<file path="src/rtl/mem_port_arbiter_if.sv">
// Requester-side and memory-side signals of the shared main-memory port.
interface mem_port_arbiter_if #(
    parameter int DATA_WIDTH       = 64,
    parameter int ADDR_WIDTH       = 64,
    parameter int CACHE_LINE_WIDTH = 256
);
    // Handshake: every request (valid/req) is a level held by its owner until the
    // matching *_done; every *_done is a single-cycle completion pulse.
    logic                          dcache_write_valid;
    logic [ADDR_WIDTH-1:0]         dcache_write_address;
    logic [DATA_WIDTH-1:0]         dcache_write_data;
    logic [DATA_WIDTH/8-1:0]       dcache_write_strobe;
    logic                          dcache_write_done;
    logic                          dcache_read_req;
    logic [ADDR_WIDTH-1:0]         dcache_read_address;
    logic [CACHE_LINE_WIDTH-1:0]   dcache_cache_line;
    logic                          dcache_read_done;
    logic                          icache_read_req;
    logic [ADDR_WIDTH-1:0]         icache_read_address;
    logic [CACHE_LINE_WIDTH-1:0]   icache_cache_line;
    logic                          icache_read_done;
    logic                          mem_read_req;
    logic [ADDR_WIDTH-1:0]         mem_read_address;
    logic                          mem_read_done;
    logic [CACHE_LINE_WIDTH-1:0]   cache_line;
    logic                          mem_write_valid;
    logic [ADDR_WIDTH-1:0]         mem_write_address;
    logic [DATA_WIDTH-1:0]         mem_write_data;
    logic [DATA_WIDTH/8-1:0]       write_strobe;
    logic                          mem_write_done;

    modport master (
        input  dcache_write_valid, dcache_write_address, dcache_write_data, dcache_write_strobe,
        input  dcache_read_req, dcache_read_address, icache_read_req, icache_read_address,
        input  mem_read_done, cache_line, mem_write_done,
        output dcache_write_done, dcache_cache_line, dcache_read_done,
        output icache_cache_line, icache_read_done,
        output mem_read_req, mem_read_address,
        output mem_write_valid, mem_write_address, mem_write_data, write_strobe
    );

    modport slave (
        output dcache_write_valid, dcache_write_address, dcache_write_data, dcache_write_strobe,
        output dcache_read_req, dcache_read_address, icache_read_req, icache_read_address,
        output mem_read_done, cache_line, mem_write_done,
        input  dcache_write_done, dcache_cache_line, dcache_read_done,
        input  icache_cache_line, icache_read_done,
        input  mem_read_req, mem_read_address,
        input  mem_write_valid, mem_write_address, mem_write_data, write_strobe
    );
endinterface

</file>
<file path="src/rtl/mem_port_arbiter.sv">
// Fixed-priority arbiter sharing one memory port between dcache write, dcache read
// and icache read, with a starvation counter that forces an icache grant.
module mem_port_arbiter #(
    parameter int DATA_WIDTH       = 64,
    parameter int ADDR_WIDTH       = 64,
    parameter int CACHE_LINE_WIDTH = 256,
    parameter int STARVE_LIMIT     = 4,
    localparam int CNT_W           = $clog2(STARVE_LIMIT + 1)
) (
    input  logic                 i_clk,
    input  logic                 i_rst_n,
    mem_port_arbiter_if.master   bus,
    output logic [2:0]           state_dbg,
    output logic [CNT_W-1:0]     starve_cnt_dbg
);
    localparam int LINE_OFF = $clog2(CACHE_LINE_WIDTH / 8);

    localparam logic [2:0] IDLE = 3'd0;
    localparam logic [2:0] WR   = 3'd1;
    localparam logic [2:0] RD_D = 3'd2;
    localparam logic [2:0] RD_I = 3'd3;
    localparam logic [2:0] RESP = 3'd4;

    localparam logic [1:0] ID_WR   = 2'd0;
    localparam logic [1:0] ID_RD_D = 2'd1;
    localparam logic [1:0] ID_RD_I = 2'd2;

    logic [2:0]                  state;
    logic [CNT_W-1:0]            starve_cnt;
    logic [ADDR_WIDTH-1:0]       addr_q;
    logic [DATA_WIDTH-1:0]       data_q;
    logic [DATA_WIDTH/8-1:0]     strobe_q;
    logic                        mem_read_req_q;
    logic                        mem_write_valid_q;
    logic [CACHE_LINE_WIDTH-1:0] dline_q;
    logic [CACHE_LINE_WIDTH-1:0] iline_q;
    logic                        wr_done_q;
    logic                        drd_done_q;
    logic                        ird_done_q;

    logic                        grant_valid;
    logic [1:0]                  grant_sel;

    // A saturated counter with icache pending overrides the normal priority order.
    always_comb begin
        grant_valid = 1'b1;
        grant_sel   = ID_WR;
        if (bus.icache_read_req && starve_cnt == CNT_W'(STARVE_LIMIT)) begin
            grant_sel = ID_RD_I;
        end else if (bus.dcache_write_valid) begin
            grant_sel = ID_WR;
        end else if (bus.dcache_read_req) begin
            grant_sel = ID_RD_D;
        end else if (bus.icache_read_req) begin
            grant_sel = ID_RD_I;
        end else begin
            grant_valid = 1'b0;
        end
    end

    always_ff @(posedge i_clk) begin
        if (!i_rst_n) begin
            state             <= IDLE;
            starve_cnt        <= '0;
            addr_q            <= '0;
            data_q            <= '0;
            strobe_q          <= '0;
            mem_read_req_q    <= 1'b0;
            mem_write_valid_q <= 1'b0;
            dline_q           <= '0;
            iline_q           <= '0;
            wr_done_q         <= 1'b0;
            drd_done_q        <= 1'b0;
            ird_done_q        <= 1'b0;
        end else begin
            case (state)
                IDLE: begin
                    if (grant_valid) begin
                        unique case (grant_sel)
                            ID_WR: begin
                                addr_q            <= bus.dcache_write_address;
                                data_q            <= bus.dcache_write_data;
                                strobe_q          <= bus.dcache_write_strobe;
                                mem_write_valid_q <= 1'b1;
                                state             <= WR;
                            end
                            ID_RD_D: begin
                                addr_q         <= bus.dcache_read_address;
                                mem_read_req_q <= 1'b1;
                                state          <= RD_D;
                            end
                            default: begin
                                addr_q         <= bus.icache_read_address;
                                mem_read_req_q <= 1'b1;
                                state          <= RD_I;
                            end
                        endcase
                        if (grant_sel == ID_RD_I) begin
                            starve_cnt <= '0;
                        end else if (bus.icache_read_req && starve_cnt != CNT_W'(STARVE_LIMIT)) begin
                            starve_cnt <= starve_cnt + CNT_W'(1);
                        end
                    end
                end
                WR: begin
                    if (bus.mem_write_done) begin
                        mem_write_valid_q <= 1'b0;
                        wr_done_q         <= 1'b1;
                        state             <= RESP;
                    end
                end
                RD_D: begin
                    if (bus.mem_read_done) begin
                        mem_read_req_q <= 1'b0;
                        dline_q        <= bus.cache_line;
                        drd_done_q     <= 1'b1;
                        state          <= RESP;
                    end
                end
                RD_I: begin
                    if (bus.mem_read_done) begin
                        mem_read_req_q <= 1'b0;
                        iline_q        <= bus.cache_line;
                        ird_done_q     <= 1'b1;
                        state          <= RESP;
                    end
                end
                RESP: begin
                    // Requests are ignored here so a requester dropping on done is never re-granted.
                    wr_done_q  <= 1'b0;
                    drd_done_q <= 1'b0;
                    ird_done_q <= 1'b0;
                    state      <= IDLE;
                end
                default: state <= IDLE;
            endcase
        end
    end

    assign bus.mem_read_req      = mem_read_req_q;
    assign bus.mem_read_address  = {addr_q[ADDR_WIDTH-1:LINE_OFF], {LINE_OFF{1'b0}}};
    assign bus.mem_write_valid   = mem_write_valid_q;
    assign bus.mem_write_address = addr_q;
    assign bus.mem_write_data    = data_q;
    assign bus.write_strobe      = strobe_q;
    assign bus.dcache_cache_line = dline_q;
    assign bus.icache_cache_line = iline_q;
    assign bus.dcache_write_done = wr_done_q;
    assign bus.dcache_read_done  = drd_done_q;
    assign bus.icache_read_done  = ird_done_q;
    assign state_dbg             = state;
    assign starve_cnt_dbg        = starve_cnt;
endmodule

</file>
<file path="src/flat_wrapper.sv">
// flat-port wrapper written by rule: the top's interface ports become plain ports
module mem_port_arbiter_flat 
#(
    parameter int DATA_WIDTH       = 64,
    parameter int ADDR_WIDTH       = 64,
    parameter int CACHE_LINE_WIDTH = 256,
    parameter int STARVE_LIMIT     = 4,
    localparam int CNT_W           = $clog2(STARVE_LIMIT + 1)
)
  (i_clk, i_rst_n, state_dbg, starve_cnt_dbg, bus_dcache_write_valid, bus_dcache_write_address, bus_dcache_write_data, bus_dcache_write_strobe, bus_dcache_read_req, bus_dcache_read_address, bus_icache_read_req, bus_icache_read_address, bus_mem_read_done, bus_cache_line, bus_mem_write_done, bus_dcache_write_done, bus_dcache_cache_line, bus_dcache_read_done, bus_icache_cache_line, bus_icache_read_done, bus_mem_read_req, bus_mem_read_address, bus_mem_write_valid, bus_mem_write_address, bus_mem_write_data, bus_write_strobe);
  mem_port_arbiter_if #(.DATA_WIDTH(DATA_WIDTH), .ADDR_WIDTH(ADDR_WIDTH), .CACHE_LINE_WIDTH(CACHE_LINE_WIDTH)) bus_i ();
  input  logic i_clk;
  input  logic i_rst_n;
  output logic [2:0] state_dbg;
  output logic [CNT_W-1:0] starve_cnt_dbg;
  input wire logic [$bits(bus_i.dcache_write_valid)-1:0] bus_dcache_write_valid;
  input wire logic [$bits(bus_i.dcache_write_address)-1:0] bus_dcache_write_address;
  input wire logic [$bits(bus_i.dcache_write_data)-1:0] bus_dcache_write_data;
  input wire logic [$bits(bus_i.dcache_write_strobe)-1:0] bus_dcache_write_strobe;
  input wire logic [$bits(bus_i.dcache_read_req)-1:0] bus_dcache_read_req;
  input wire logic [$bits(bus_i.dcache_read_address)-1:0] bus_dcache_read_address;
  input wire logic [$bits(bus_i.icache_read_req)-1:0] bus_icache_read_req;
  input wire logic [$bits(bus_i.icache_read_address)-1:0] bus_icache_read_address;
  input wire logic [$bits(bus_i.mem_read_done)-1:0] bus_mem_read_done;
  input wire logic [$bits(bus_i.cache_line)-1:0] bus_cache_line;
  input wire logic [$bits(bus_i.mem_write_done)-1:0] bus_mem_write_done;
  output wire logic [$bits(bus_i.dcache_write_done)-1:0] bus_dcache_write_done;
  output wire logic [$bits(bus_i.dcache_cache_line)-1:0] bus_dcache_cache_line;
  output wire logic [$bits(bus_i.dcache_read_done)-1:0] bus_dcache_read_done;
  output wire logic [$bits(bus_i.icache_cache_line)-1:0] bus_icache_cache_line;
  output wire logic [$bits(bus_i.icache_read_done)-1:0] bus_icache_read_done;
  output wire logic [$bits(bus_i.mem_read_req)-1:0] bus_mem_read_req;
  output wire logic [$bits(bus_i.mem_read_address)-1:0] bus_mem_read_address;
  output wire logic [$bits(bus_i.mem_write_valid)-1:0] bus_mem_write_valid;
  output wire logic [$bits(bus_i.mem_write_address)-1:0] bus_mem_write_address;
  output wire logic [$bits(bus_i.mem_write_data)-1:0] bus_mem_write_data;
  output wire logic [$bits(bus_i.write_strobe)-1:0] bus_write_strobe;
  assign bus_i.dcache_write_valid = bus_dcache_write_valid;
  assign bus_i.dcache_write_address = bus_dcache_write_address;
  assign bus_i.dcache_write_data = bus_dcache_write_data;
  assign bus_i.dcache_write_strobe = bus_dcache_write_strobe;
  assign bus_i.dcache_read_req = bus_dcache_read_req;
  assign bus_i.dcache_read_address = bus_dcache_read_address;
  assign bus_i.icache_read_req = bus_icache_read_req;
  assign bus_i.icache_read_address = bus_icache_read_address;
  assign bus_i.mem_read_done = bus_mem_read_done;
  assign bus_i.cache_line = bus_cache_line;
  assign bus_i.mem_write_done = bus_mem_write_done;
  assign bus_dcache_write_done = bus_i.dcache_write_done;
  assign bus_dcache_cache_line = bus_i.dcache_cache_line;
  assign bus_dcache_read_done = bus_i.dcache_read_done;
  assign bus_icache_cache_line = bus_i.icache_cache_line;
  assign bus_icache_read_done = bus_i.icache_read_done;
  assign bus_mem_read_req = bus_i.mem_read_req;
  assign bus_mem_read_address = bus_i.mem_read_address;
  assign bus_mem_write_valid = bus_i.mem_write_valid;
  assign bus_mem_write_address = bus_i.mem_write_address;
  assign bus_mem_write_data = bus_i.mem_write_data;
  assign bus_write_strobe = bus_i.write_strobe;
  mem_port_arbiter #(.DATA_WIDTH(DATA_WIDTH), .ADDR_WIDTH(ADDR_WIDTH), .CACHE_LINE_WIDTH(CACHE_LINE_WIDTH), .STARVE_LIMIT(STARVE_LIMIT)) u_core (.i_clk(i_clk), .i_rst_n(i_rst_n), .bus(bus_i), .state_dbg(state_dbg), .starve_cnt_dbg(starve_cnt_dbg));
endmodule
</file>
<file path="config.mk">
export PLATFORM = sky130hd
export DESIGN_NAME = mem_port_arbiter_flat
export DESIGN_NICKNAME = d
export VERILOG_FILES = /design/src/rtl/mem_port_arbiter_if.sv /design/src/rtl/mem_port_arbiter.sv /design/src/flat_wrapper.sv
export SDC_FILE = /design/constraint.sdc
export NUM_CORES = 1
export LEC_CHECK = 0
export BUFFER_PORTS_ARGS = -buffer_cell sky130_fd_sc_hd__buf_2
export CORE_AREA = 5 5 481 483
export DETAILED_ROUTE_END_ITERATION = 8
export DIE_AREA = 0 0 486 488
export PLACE_DENSITY = 0.36
export SYNTH_ARGS = -nofsm -noshare
export SYNTH_HDL_FRONTEND = slang
export SYNTH_SLANG_ARGS = --single-unit
</file>
<file path="constraint.sdc">
create_clock -name i_clk -period 2.7 [get_ports i_clk]
set_input_delay 0.675 -clock i_clk [delete_from_list [all_inputs] [get_ports i_clk]]
set_output_delay 0.675 -clock i_clk [all_outputs]
set_load 0.03 [all_outputs]
</file>
; After elaboration in Yosys (flattened, before gate mapping)
; Index checks and enable logic that the tools add are counted.
[op_classes]
addsub = 1
n_eq_ne = 15
mux = 29
n_reduce_logical = 22
[ops]
columns = op, n
row1 = case mux 64 bit (2 select lines), 1
row2 = 2-to-1 mux 3 bit, 5
row3 = 2-to-1 mux 1 bit, 12
row4 = AND reduction 2 bit, 6
row5 = nonzero test 2 bit, 6
row6 = "!= test 2 bit, second input constant", 5
row7 = case mux 1 bit (2 select lines), 5
row8 = case mux 3 bit (3 select lines), 1
row9 = AND reduction 3 bit, 3
row10 = 2-to-1 mux 2 bit, 4
row11 = AND reduction 4 bit, 2
row12 = "equality test 3 x 2 -> 1 bit, second input constant", 2
row13 = "equality test 3 bit, second input constant", 2
row14 = "!= test 2 x 1 -> 1 bit, second input constant", 2
row15 = case mux 2 bit (2 select lines), 1
row16 = "adder 3 x 1 -> 3 bit, second input constant", 1
row17 = "equality test 3 x 1 -> 1 bit, second input constant", 1
row18 = zero test 3 bit, 1
row19 = "!= test 3 bit, second input constant", 1
row20 = "equality test 2 x 1 -> 1 bit, second input constant", 1
row21 = "equality test 2 bit, second input constant", 1
row22 = logical AND 1 bit, 2
row23 = zero test 2 bit, 1
row24 = OR reduction 2 bit, 1
[word_totals]
register_bits = 659
in_bits = 527
elab_cells = 79

; Depth between registers and ports, before layout
; Gate-level depths: netlist (run 1).
[depth]
ltp_word = 8
ltp_mapped = 8

; Worst setup path before layout (run 1)
; OpenSTA, ideal clock, no wires.
[synth_timing]
path_kind = register to register
start = register u_core.starve_cnt[0] (netlist: u_core.starve_cnt_dbg[0])
end = register u_core.addr_q[57] (netlist: u_core.bus.mem_write_address[57])
setup_time_ns = 0.070
arrival_time_ns = 2.019
path_slack_ns = 0.611
path_stages_with_launch = 8
n_path_buf = 1
synth_period_minus_slack_ns = 2.089
path_cell_list = dfxtp_1 > inv_1 > ha_1 > a21bo_2 > a21boi_1 > clkbuf_1 > a222oi_1 > a21oi_1
[synth_via]
elab_chain_cells = 5
elab_cells_between_ends = 8
[synth_rtl]
columns = item, line
row1 = "start, declared", mem_port_arbiter.sv:29  ; logic [CNT_W-1:0] starve_cnt;
row2 = "start signal, assigned", mem_port_arbiter.sv:101  ; starve_cnt <= starve_cnt + CNT_W'(1);
row3 = equality test 3 bit *, mem_port_arbiter.sv:48  ; if (bus.icache_read_req && starve_cnt == CNT_W'(STARVE_LIMIT)) begin
row4 = logical AND 1 bit *, mem_port_arbiter.sv:48
row5 = 2-to-1 mux 2 bit, mem_port_arbiter.sv:48
row6 = equality test 2 x 1 -> 1 bit / zero test 2 bit (equally long branches), mem_port_arbiter.sv:79  ; unique case (grant_sel)
row7 = case mux 64 bit (2 select lines), mem_port_arbiter.sv:79
row8 = "end signal, assigned", mem_port_arbiter.sv:81  ; addr_q <= bus.dcache_write_address;
row9 = "end signal, assigned", mem_port_arbiter.sv:88  ; addr_q <= bus.dcache_read_address;
row10 = "end signal, assigned", mem_port_arbiter.sv:93  ; addr_q <= bus.icache_read_address;
row11 = "end, declared", mem_port_arbiter.sv:30  ; logic [ADDR_WIDTH-1:0] addr_q;
; Every way passes the cells marked *; elsewhere a longest branch is shown, timed or not.
; A chain may end at the register's enable or synchronous reset.

; Worst setup path after layout (run 1)
[layout_timing]
start = register u_core.addr_q[9] (netlist: u_core.bus.mem_write_address[9])
end = output port bus_mem_write_address[9]
[layout_rtl]
columns = item, line
row1 = "end, declared", flat_wrapper.sv:35  ; output wire logic [$bits(bus_i.mem_write_address)-1:0] bus_mem_write_address;
; No word-level cell between the ends.

==> metrics.md, run 1 <==
| Metric | Value |
|---|---|
| Residual DRC | 2 |
| Slowest CP cell | dfxtp_1 |
| Yosys top cell area share | 55.5% |
| Max frequency | 406 MHz |
| Worst hold start | bus_dcache_write_data[42] |
| Flop2flop setup slack | 380 ps |
| Finished Layout Cells | 7201 |
| Ys flop type | dfxtp_1 |
| Core Region | 226000 sq um |
| Layout area overhead | 53.5% |
| Synth warn | 0 |
| Violated checks | design-rule violations |
| First-pass GRT wire length | 229 mm |
| Worst skew pair latency | 700 ps |
| CP arrival | 1790 ps |
| Post-synth EDFFs | 0 |
| Top cells by area, synth | dfxtp_1 (56%), nand2_1 (17%), a21oi_1 (12%) |
| Cts hold-fix bufs | 0 |
| Setup Skew | 45.5 ps |
| Total Power | 28.2 mW |
| Largest net degree at the start of global routing | 148 |
| Endpoints failing hold | 0 |
| Status | finished with violations |
| Port-buffer cells | 1244 |
| Final weighted congestion in routability-driven placement | 0.958 |
| CP delay by family, top | flip-flops |
| Leakage | 15.2 nW |
| Avg Cell Area, Syn | 7.97 sq um |
| Synth Register Bits | 659 |
| Max Slew Vio Count | 0 |
| Post-CTS Setup Inserts | 0 |
| Layout cells sized above 1 | 35.7% |
| Fin Setup TNS | 0 ps |
| Worst-path clk slew | 60 ps |
| Initial antenna violation count | 91 |
| Synth Cell Area | 23800 sq um |
| Chip width | 486 um |
| Fin crit share | 91.2% |
| Top-count cell post-synth | nand2_1 |
| Worst path cell trace | buf_2 |
| Placed cells | 7023 |
| Post-CTS sizing | 0 |
| DP HPWL | 143 mm |
| Worst hold endpoint | u_core.bus.mem_write_data[42] |
| WP buf/inv | 1 |
| Max Cap Viol | 0 |
| GRT overflow | 0 |
| Num CTS Buffers | 85 |
| Max VDD drop | 0.509 mV |
| Origin of the critical flop-to-flop path | u_core.starve_cnt_dbg[0] |
| Power density over cell area | 774 nW/um^2 |
| Worst min-delay path category | input port to flip-flop |
| Max clock buf depth | 3 |
| H-tree level count | 3 |
| Seq/Total Area, Yosys | 55.5% |
| Setup violations, final | 0 |
| Hold slack | 183 ps |
| Routed Antenna Nets | 0 |
| Distinct cell type count after synthesis | 40 |
| Worst Setup End Kind | output port |
| Yosys top cell by area | dfxtp_1 |
| DIE AREA | 237000 sq um |
| Ys async rst share | 0% |
| Post-DR vias/cell | 3.64 |
| Crit Reg-Reg Endpoint | u_core.bus.mem_write_address[33] |
| Root Driver | clkbuf_16 |
| Depth of the most critical reg-to-reg path | 7 |
| Crit Path Category | flip-flop to output port |
| IO Pins | 1250 |
| DRT Pass-1 Iters | 9 |
| Total GRT Usage | 14.0% |
| Clk sink count | 659 |
| Nets | 4630 |
| Hold depth | 3 |
| Final min period | 2460 ps |
| CP startpoint kind | flip-flop |
| Vias | 26200 |
| Die Y | 488 um |
| DR WL/cell | 24.3 um |
| Initial Util | 10.5% |
| Slew Limit Headroom | 27.6% |
| Measured slew at the worst slew-check pin | 1090 ps |
| RSZ-0062 raised after global routing | no |
| FP Rows | 175 |
| Setup ws final | 238 ps |
| WP data required | 2030 ps |
| Final WL | 175 mm |
| Worst-path maximum fanout | 3 |
| Commonest cells in the netlist | nand2_1 (1105), dfxtp_1 (659), a21oi_1 (583), clkbuf_1 (214), o21ai_0 (124) |
| Critical path's largest stage delay | 590 ps |
| Worst slack, placed | 353 ps |
| Synth Instances | 2982 |
| DR iter-0 viols | 1962 |
| Vias in the first global route | 25300 |
| CTS tree | done |
==> where the power goes <==
part           switching, mW  leakage (nW)  internal [mW]  total [mW]
registers              0.581          5.35           10.3        10.9
clock network           5.03          1.41           6.87        11.9
logic                   4.01          8.41           1.42        5.44
==> metal layers <==
layer  share of wire (%)  wire length, um  GRT usage [%]  vias up
met4                 2.6             4550           3.72       62
met1                  41            71200           17.0    12500
met3                  15            26700           8.76      248
met5                0.24              416              0        -
li1                    -                -              -    12100
met2                  41            72000           20.4     1295
==> state kept, by name, summed over array words and instances (netlist names) <==
name / count
u_core.bus.icache_read_done: 1
u_core.bus.mem_write_address: 64
u_core.bus.mem_write_valid: 1
u_core.starve_cnt_dbg: 3
u_core.bus.mem_write_data: 64
u_core.bus.icache_cache_line: 256
u_core.state_dbg: 3
u_core.bus.write_strobe: 8
u_core.bus.dcache_read_done: 1
u_core.bus.dcache_cache_line: 256
u_core.bus.mem_read_req: 1
u_core.bus.dcache_write_done: 1
==> worst max-delay path by stage <==
stage                                    start                               end  slack [ps]  cells past startpoint
6_report       u_core.bus.mem_write_address[9]          bus_mem_write_address[9]         240                      1
5_1_grt               u_core.starve_cnt_dbg[2]                 starve_cnt_dbg[2]         150                      1
4_1_cts               u_core.starve_cnt_dbg[2]                 starve_cnt_dbg[2]         150                      1
3_5_place_dp               bus_icache_read_req  u_core.bus.mem_write_address[33]         350                      6
3_3_place_gp               bus_icache_read_req  u_core.bus.mem_write_address[33]         350                      6
2_1_floorplan         u_core.starve_cnt_dbg[0]  u_core.bus.mem_write_address[57]         610                      7
==> layout make-up <==
type	count	area [sq um]
Multi-Input combinational cell	2013	9180
Timing Repair Buffer	1337	7340
Fill cell	26100	190000
Sequential cell	659	13200
Clock buffer	123	2450
Inverter	5	26.3
Tap cell	3009	3760
Clock inverter	32	455
Antenna cell	23	57.6
==> layout by cell type, fill, tap and decap left out, types with 3 or more instances in the layout <==
master,count
a222oi_1,61
clkinvlp_4,3
o21ai_1,12
nand2b_1,5
o21ai_0,124
buf_12,33
conb_1,5
inv_1,4
buf_2,1243
nand2_1,1104
dfxtp_1,659
clkbuf_8,18
clkbuf_1,20
o211ai_1,4
clkbuf_16,85
nand3b_1,4
bufinv_16,5
clkinv_4,5
diode_2,23
clkinv_16,4
clkinv_2,10
a21oi_1,583
nand3_1,73
nor2_1,5
buf_4,60
mux2_2,3
==> per-stage QoR <==
stage | util [%] | area, sq um
CTS | 16.1 | 36400
detailed placement | 14.8 | 33500
global route | 16.1 | 36400
floorplan | - | 23800
finish | 16.1 | 36500
global placement | 14.8 | 33500
==> cells by family after synthesis <==
family / after synthesis / synth area share [%]
buf+inv: 314 / 6.14
flops: 659 / 55.5
compound gates: 797 / 18.3
fa+ha+maj: 2 / 0.105
simple gates: 1205 / 19.7
mux: 4 / 0.184
other cells: 1 / 0.0158
==> worst min-delay path, stage by stage <==
cell	delay, ps
buf_2	70
nand3_1	50
o21ai_0	60
No activity file was read; power rests on OpenSTA's default activity.
==> run 2: changes to the inputs <==
==> constraint.sdc (replaced) <==
create_clock -name i_clk -period 3.19 [get_ports i_clk]
set_input_delay 0.7975 -clock i_clk [delete_from_list [all_inputs] [get_ports i_clk]]
set_output_delay 0.7975 -clock i_clk [all_outputs]
set_load 0.03 [all_outputs]
==> metrics.md, run 2 (synthesis gave the netlist of run 1 again) <==
| Metric | Value |
|---|---|
| Status | finished clean |
| Slew Limit Headroom | 47.6% |
| Crit Reg-Reg Endpoint | u_core.bus.mem_write_address[46] |
| Crit Path Category | flip-flop to output port |
| DIE AREA | 237000 sq um |
| Worst hold start | bus_dcache_write_data[11] |
| Total GRT Usage | 14.1% |
| Chip width | 486 um |
| Hold depth | 3 |
| DR WL/cell | 24.4 um |
| DP HPWL | 143 mm |
| Max Slew Vio Count | 0 |
| Power density over cell area | 658 nW/um^2 |
| Cts hold-fix bufs | 0 |
| Worst Setup End Kind | output port |
| WP buf/inv | 1 |
| Post-CTS Setup Inserts | 0 |
| Setup violations, final | 0 |
| Worst path cell trace | buf_2 |
| Final weighted congestion in routability-driven placement | 0.956 |
| GRT overflow | 0 |
| Commonest non-fill, non-tap cell in the layout | buf_2 |
| Nets | 4625 |
| Max Cap Viol | 0 |
| Final WL | 176 mm |
| WP data required | 2390 ps |
| Clk sink count | 659 |
| Core Region | 226000 sq um |
| First-pass GRT wire length | 230 mm |
| Vias | 26200 |
| Max VDD drop | 0.349 mV |
| Routed Antenna Nets | 0 |
| Max clock buf depth | 3 |
| Depth of the most critical reg-to-reg path | 7 |
| CP arrival | 1800 ps |
| Commonest non-fill, non-tap cells in the layout | buf_2 (1243), nand2_1 (1104), dfxtp_1 (659), a21oi_1 (583), o21ai_0 (124) |
| Layout cells sized above 1 | 35.6% |
| Die Y | 488 um |
| CTS tree | done |
| Critical path's largest stage delay | 600 ps |
| Origin of the critical flop-to-flop path | u_core.starve_cnt_dbg[0] |
| Fin crit share | 81.4% |
| Endpoints failing hold | 0 |
| Max frequency | 385 MHz |
| Post-CTS sizing | 0 |
| Fin Setup TNS | 0 ps |
| CP delay by family, top | flip-flops |
| Final min period | 2600 ps |
| Residual DRC | 0 |
| CP startpoint kind | flip-flop |
| Vias in the first global route | 25600 |
| Setup Skew | 48.0 ps |
| IO Pins | 1250 |
| Num CTS Buffers | 85 |
| Worst hold endpoint | u_core.bus.mem_write_data[11] |
| Post-DR vias/cell | 3.64 |
| Worst-path maximum fanout | 14 |
| Port-buffer cells | 1244 |
| Largest net degree at the start of global routing | 142 |
| Worst min-delay path category | input port to flip-flop |
| Layout area overhead | 53.7% |
| Slowest CP cell | dfxtp_1 |
| Initial antenna violation count | 74 |
| DR iter-0 viols | 2051 |
| FP Rows | 175 |
| Fin util | 16.1% |
| Leakage | 15.2 nW |
| H-tree level count | 3 |
| Worst-path clk slew | 60 ps |
| Worst skew pair latency | 700 ps |
| Root Driver | clkbuf_16 |
| Measured slew at the worst slew-check pin | 786 ps |
| Flop2flop setup slack | 630 ps |
| DRT Pass-1 Iters | 9 |
| Initial Util | 10.5% |
| RSZ-0062 raised after global routing | no |
==> run 2: cell count changes in the layout (fill, tap and decap cells not counted), sizes merged <==
cell    previous run  this run
diode             23        27
clkinv            19         7
buf             1337      1332
clkbuf           123       131
inv               10        11
==> run 2: final cells by class <==
class | count | area (sq um)
inverters | 5 | 26.3
fillers | 26200 | 190000
flip-flops and latches | 659 | 13200
clock buffers | 131 | 2560
well taps | 3009 | 3760
diodes | 27 | 67.6
clock inverters | 21 | 355
multi-input cells | 2013 | 9180
repair buffers | 1332 | 7370
==> run 2: worst max-delay path by stage <==
stage / to / cells after the start / start / slack [ps]
floorplan: u_core.bus.mem_write_address[57] / 7 / u_core.starve_cnt_dbg[0] / 1100
CTS: state_dbg[1] / 1 / u_core.state_dbg[1] / 450
global placement: u_core.bus.dcache_cache_line[17] / 7 / bus_mem_read_done / 640
finish: state_dbg[1] / 1 / u_core.state_dbg[1] / 590
detailed placement: u_core.bus.dcache_cache_line[23] / 7 / bus_mem_read_done / 620
global route: state_dbg[1] / 1 / u_core.state_dbg[1] / 390
==> run 2: metal layers <==
metal	track usage, %	share of wire, %	wire length [um]
met1	17.0	40	71000
met2	20.9	42	74000
met3	8.78	15	26600
met4	3.45	2.1	3730
met5	0	0.18	310
==> run 2: report_power, final <==
group	leakage, nW	switching (mW)	internal, mW
clock network	1.42	4.22	5.98
logic	8.42	3.41	1.18
registers	5.35	0.492	8.73
total	15.2	8.13	15.9
==> run 2: metrics by stage <==
| stage | hold WS [ps] | std cells | setup WS, ps | area (sq um) | total power [mW] |
|---|---|---|---|---|---|
| final | 318 | 7197 | 594 | 36500 | 24.0 |
| after global routing | 260 | 7177 | 387 | 36500 | 25.0 |
| after CTS | 214 | 7170 | 453 | 36400 | 24.5 |
| after detailed placement | 440 | 7018 | 617 | 33500 | 14.0 |
| after global placement | 439 | 7018 | 643 | 33500 | 14.0 |
| after floorplan | 576 | 2986 | 1100 | 23800 | 11.8 |
==> run 3: changes to the inputs <==
--- a/config.mk
+++ b/config.mk
@@ -5,11 +5,12 @@
 export SDC_FILE = /design/constraint.sdc
 export NUM_CORES = 1
 export LEC_CHECK = 0
+export ABC_AREA = 1
 export BUFFER_PORTS_ARGS = -buffer_cell sky130_fd_sc_hd__buf_2
-export CORE_AREA = 5 5 481 483
+export CORE_AREA = 5 5 477 479
 export DETAILED_ROUTE_END_ITERATION = 8
-export DIE_AREA = 0 0 486 488
-export PLACE_DENSITY = 0.36
+export DIE_AREA = 0 0 482 484
+export PLACE_DENSITY = 0.37
 export SYNTH_ARGS = -nofsm -noshare
 export SYNTH_HDL_FRONTEND = slang
 export SYNTH_SLANG_ARGS = --single-unit
==> constraint.sdc (replaced) <==
create_clock -name i_clk -period 2.6 [get_ports i_clk]
set_input_delay 0.65 -clock i_clk [delete_from_list [all_inputs] [get_ports i_clk]]
set_output_delay 0.65 -clock i_clk [all_outputs]
set_load 0.03 [all_outputs]
==> metrics.md, run 3 <==
| Metric | Value |
|---|---|
| Layout cells sized above 1 | 33.3% |
| Yosys top cell area share | 53.6% |
| DR iter-0 viols | 1341 |
| CTS tree | done |
| Vias | 26300 |
| Yosys top cell by area | dfxtp_1 |
| Met1 WL | 55.5 mm |
| Cts hold-fix bufs | 0 |
| Max Cap Viol | 0 |
| Post-CTS sizing | 0 |
| Worst-path clk slew | 60 ps |
| Top-count cell post-synth | nor2_1 |
| Ys flop type | dfxtp_1 |
| Die Y | 484 um |
| Seq/Total Area, Yosys | 53.6% |
| Final weighted congestion in routability-driven placement | 0.887 |
| RSZ-0062 raised after global routing | no |
| Worst Setup End Kind | flip-flop |
| Vias in the first global route | 26400 |
| Max clock buf depth | 3 |
| Setup ws final | 375 ps |
| Max Slew Vio Count | 0 |
| Port-buffer cells | 1244 |
| Max frequency | 450 MHz |
| Comb power frac | 25.4% |
| Critical path's largest stage delay | 370 ps |
| Top cells by area, synth | dfxtp_1 (54%), nor2_1 (21%), o21ai_0 (13%) |
| Avg Cell Area, Syn | 7.46 sq um |
| Power density over cell area | 868 nW/um^2 |
| Largest net degree at the start of global routing | 66 |
| Post-route cell area | 37200 sq um |
| Leakage | 16.9 nW |
| Post-synth EDFFs | 0 |
| FP Rows | 174 |
| Setup Skew | 35.4 ps |
| Metal3 WL | 14.8 mm |
| Worst-path maximum fanout | 37 |
| Routed Antenna Nets | 0 |
| Distinct cell type count after synthesis | 25 |
| CP delay by family, top | simple AND/OR/NAND/NOR gates |
| Slew Limit Headroom | 62.5% |
| Final min period | 2220 ps |
| First-pass GRT wire length | 205 mm |
| Number of fill cells | 25900 |
| Share of total power in the clock network | 37.9% |
| Commonest non-fill, non-tap cell in the layout | nor2_1 |
| Post-DR vias/cell | 3.49 |
| DP Area | 34200 sq um |
| WP data required | 3180 ps |
| WP buf/inv | 3 |
| H-tree level count | 3 |
| Synth Register Bits | 659 |
| Endpoints failing hold | 0 |
| GRT overflow | 0 |
| Met2 WL | 75.0 mm |
| Placed cells | 7357 |
| Residual DRC | 0 |
| Commonest cells in the netlist | nor2_1 (1368), dfxtp_1 (659), o21ai_0 (627), nand2_1 (151), clkbuf_1 (125) |
| Finished Layout Cells | 7535 |
| Slowest CP cell | dfxtp_1 |
| Nets | 4980 |
| IO Pins | 1250 |
| Synth Cell Area | 24600 sq um |
| Max VDD drop | 0.449 mV |
| DR WL/cell | 20.0 um |
| Chip width | 482 um |
| Worst skew pair latency | 700 ps |
| Sw frac | 36.6% |
| CP startpoint kind | flip-flop |
| Int Power | 20.5 mW |
| Synth warn | 0 |
| Fin crit share | 85.6% |
| Synth Instances | 3301 |
| Num CTS Buffers | 84 |
| Net switching power | 11.8 mW |
| Worst path cell trace | inv_1 > ha_1 > nand3_2 > nand3_2 > nor2_4 > inv_6 > buf_12 > nor2_1 > nor2_1 |
| Sequential power share | 36.7% |
| DIE AREA | 233000 sq um |
| Status | finished clean |
| Commonest non-fill, non-tap cells in the layout | nor2_1 (1368), buf_2 (1243), dfxtp_1 (659), o21ai_0 (627), nand2_1 (150) |
| Fin Setup TNS | 0 ps |
| Initial Util | 11.0% |
| Post-CTS Setup Inserts | 0 |
| Max layer used | met5 |
| Worst min-delay path category | input port to flip-flop |
| CP arrival | 2800 ps |
| Setup violations, final | 0 |
| Ys async rst share | 0% |
| Total GRT Usage | 12.2% |
| Clk sink count | 659 |
| DRT Pass-1 Iters | 5 |
| Initial antenna violation count | 63 |
| Root Driver | clkbuf_16 |
| Core Region | 223000 sq um |
| Final WL | 151 mm |
| Crit Path Category | flip-flop to flip-flop |
| DP HPWL | 123 mm |
| Worst slack, placed | 27.3 ps |
| Layout area overhead | 51.0% |
| Measured slew at the worst slew-check pin | 556 ps |
-- run 3: cell type report --
type,instances,area (sq um),share of cell area [%]
Antenna cell,23,57.6,0.155
Clock buffer,123,2420,6.51
Clock inverter,32,450,1.21
Inverter,84,338,0.909
Multi-Input combinational cell,2266,9520,25.6
Sequential cell,659,13200,35.5
Tap cell,2992,3740,10.1
Timing Repair Buffer,1356,7450,20.0
-- run 3: routing by layer --
metal	GRT usage [%]	vias to the layer above
li1	-	12800
met1	12.8	12200
met2	22.2	1076
met3	4.81	231
met4	4.19	42
met5	0	-
-- run 3: logic make-up after synthesis --
family                     after synthesis  synth area share, %
adders and majority gates                2                0.102
other                                    1               0.0152
AOI/OAI and AO/OA                      654                 13.3
DFF                                    659                 53.6
buffers and inverters                  380                 7.96
and+or+nand+nor                       1604                 25.0
xor gates and xnor gates                 1               0.0356
-- run 3: final timing paths --
path,depth (start not counted),endpoint,startpoint,slack (ps)
max,9,u_core.bus.mem_write_data[40],u_core.starve_cnt_dbg[0],380
min,3,u_core.bus.mem_write_data[43],bus_dcache_write_data[43],170
max reg2reg,9,u_core.bus.mem_write_data[40],u_core.starve_cnt_dbg[0],380
min reg2reg,2,u_core.bus.mem_read_req,u_core.bus.mem_read_req,450
-- run 3: power groups by stage --
stage	Sequential (mW)	Combinational (mW)	Clock, mW
final	11.8	8.20	12.2
after global routing	12.0	8.84	13.1
after CTS	11.9	8.41	12.7
after detailed placement	12.1	8.39	0
after global placement	12.1	8.41	0
after floorplan	13.8	3.27	0
-- run 3: worst register-to-register path, cell delays in order, from the launching register on --
cell and delay (ps):
dfxtp_1 370, inv_1 80, ha_1 200, nand3_2 180, nand3_2 190, nor2_4 350
inv_6 200, buf_12 260, nor2_1 190, nor2_1 70
-- run 3: metrics by stage --
step           utilization (%)  total power [mW]  hold slack [ps]
2_1_floorplan                -              17.0              570
3_3_place_gp              15.3              20.5              443
3_5_place_dp              15.3              20.5              445
4_1_cts                   16.6              33.0             71.3
5_1_grt                   16.6              33.9              101
6_report                  16.7              32.3              174
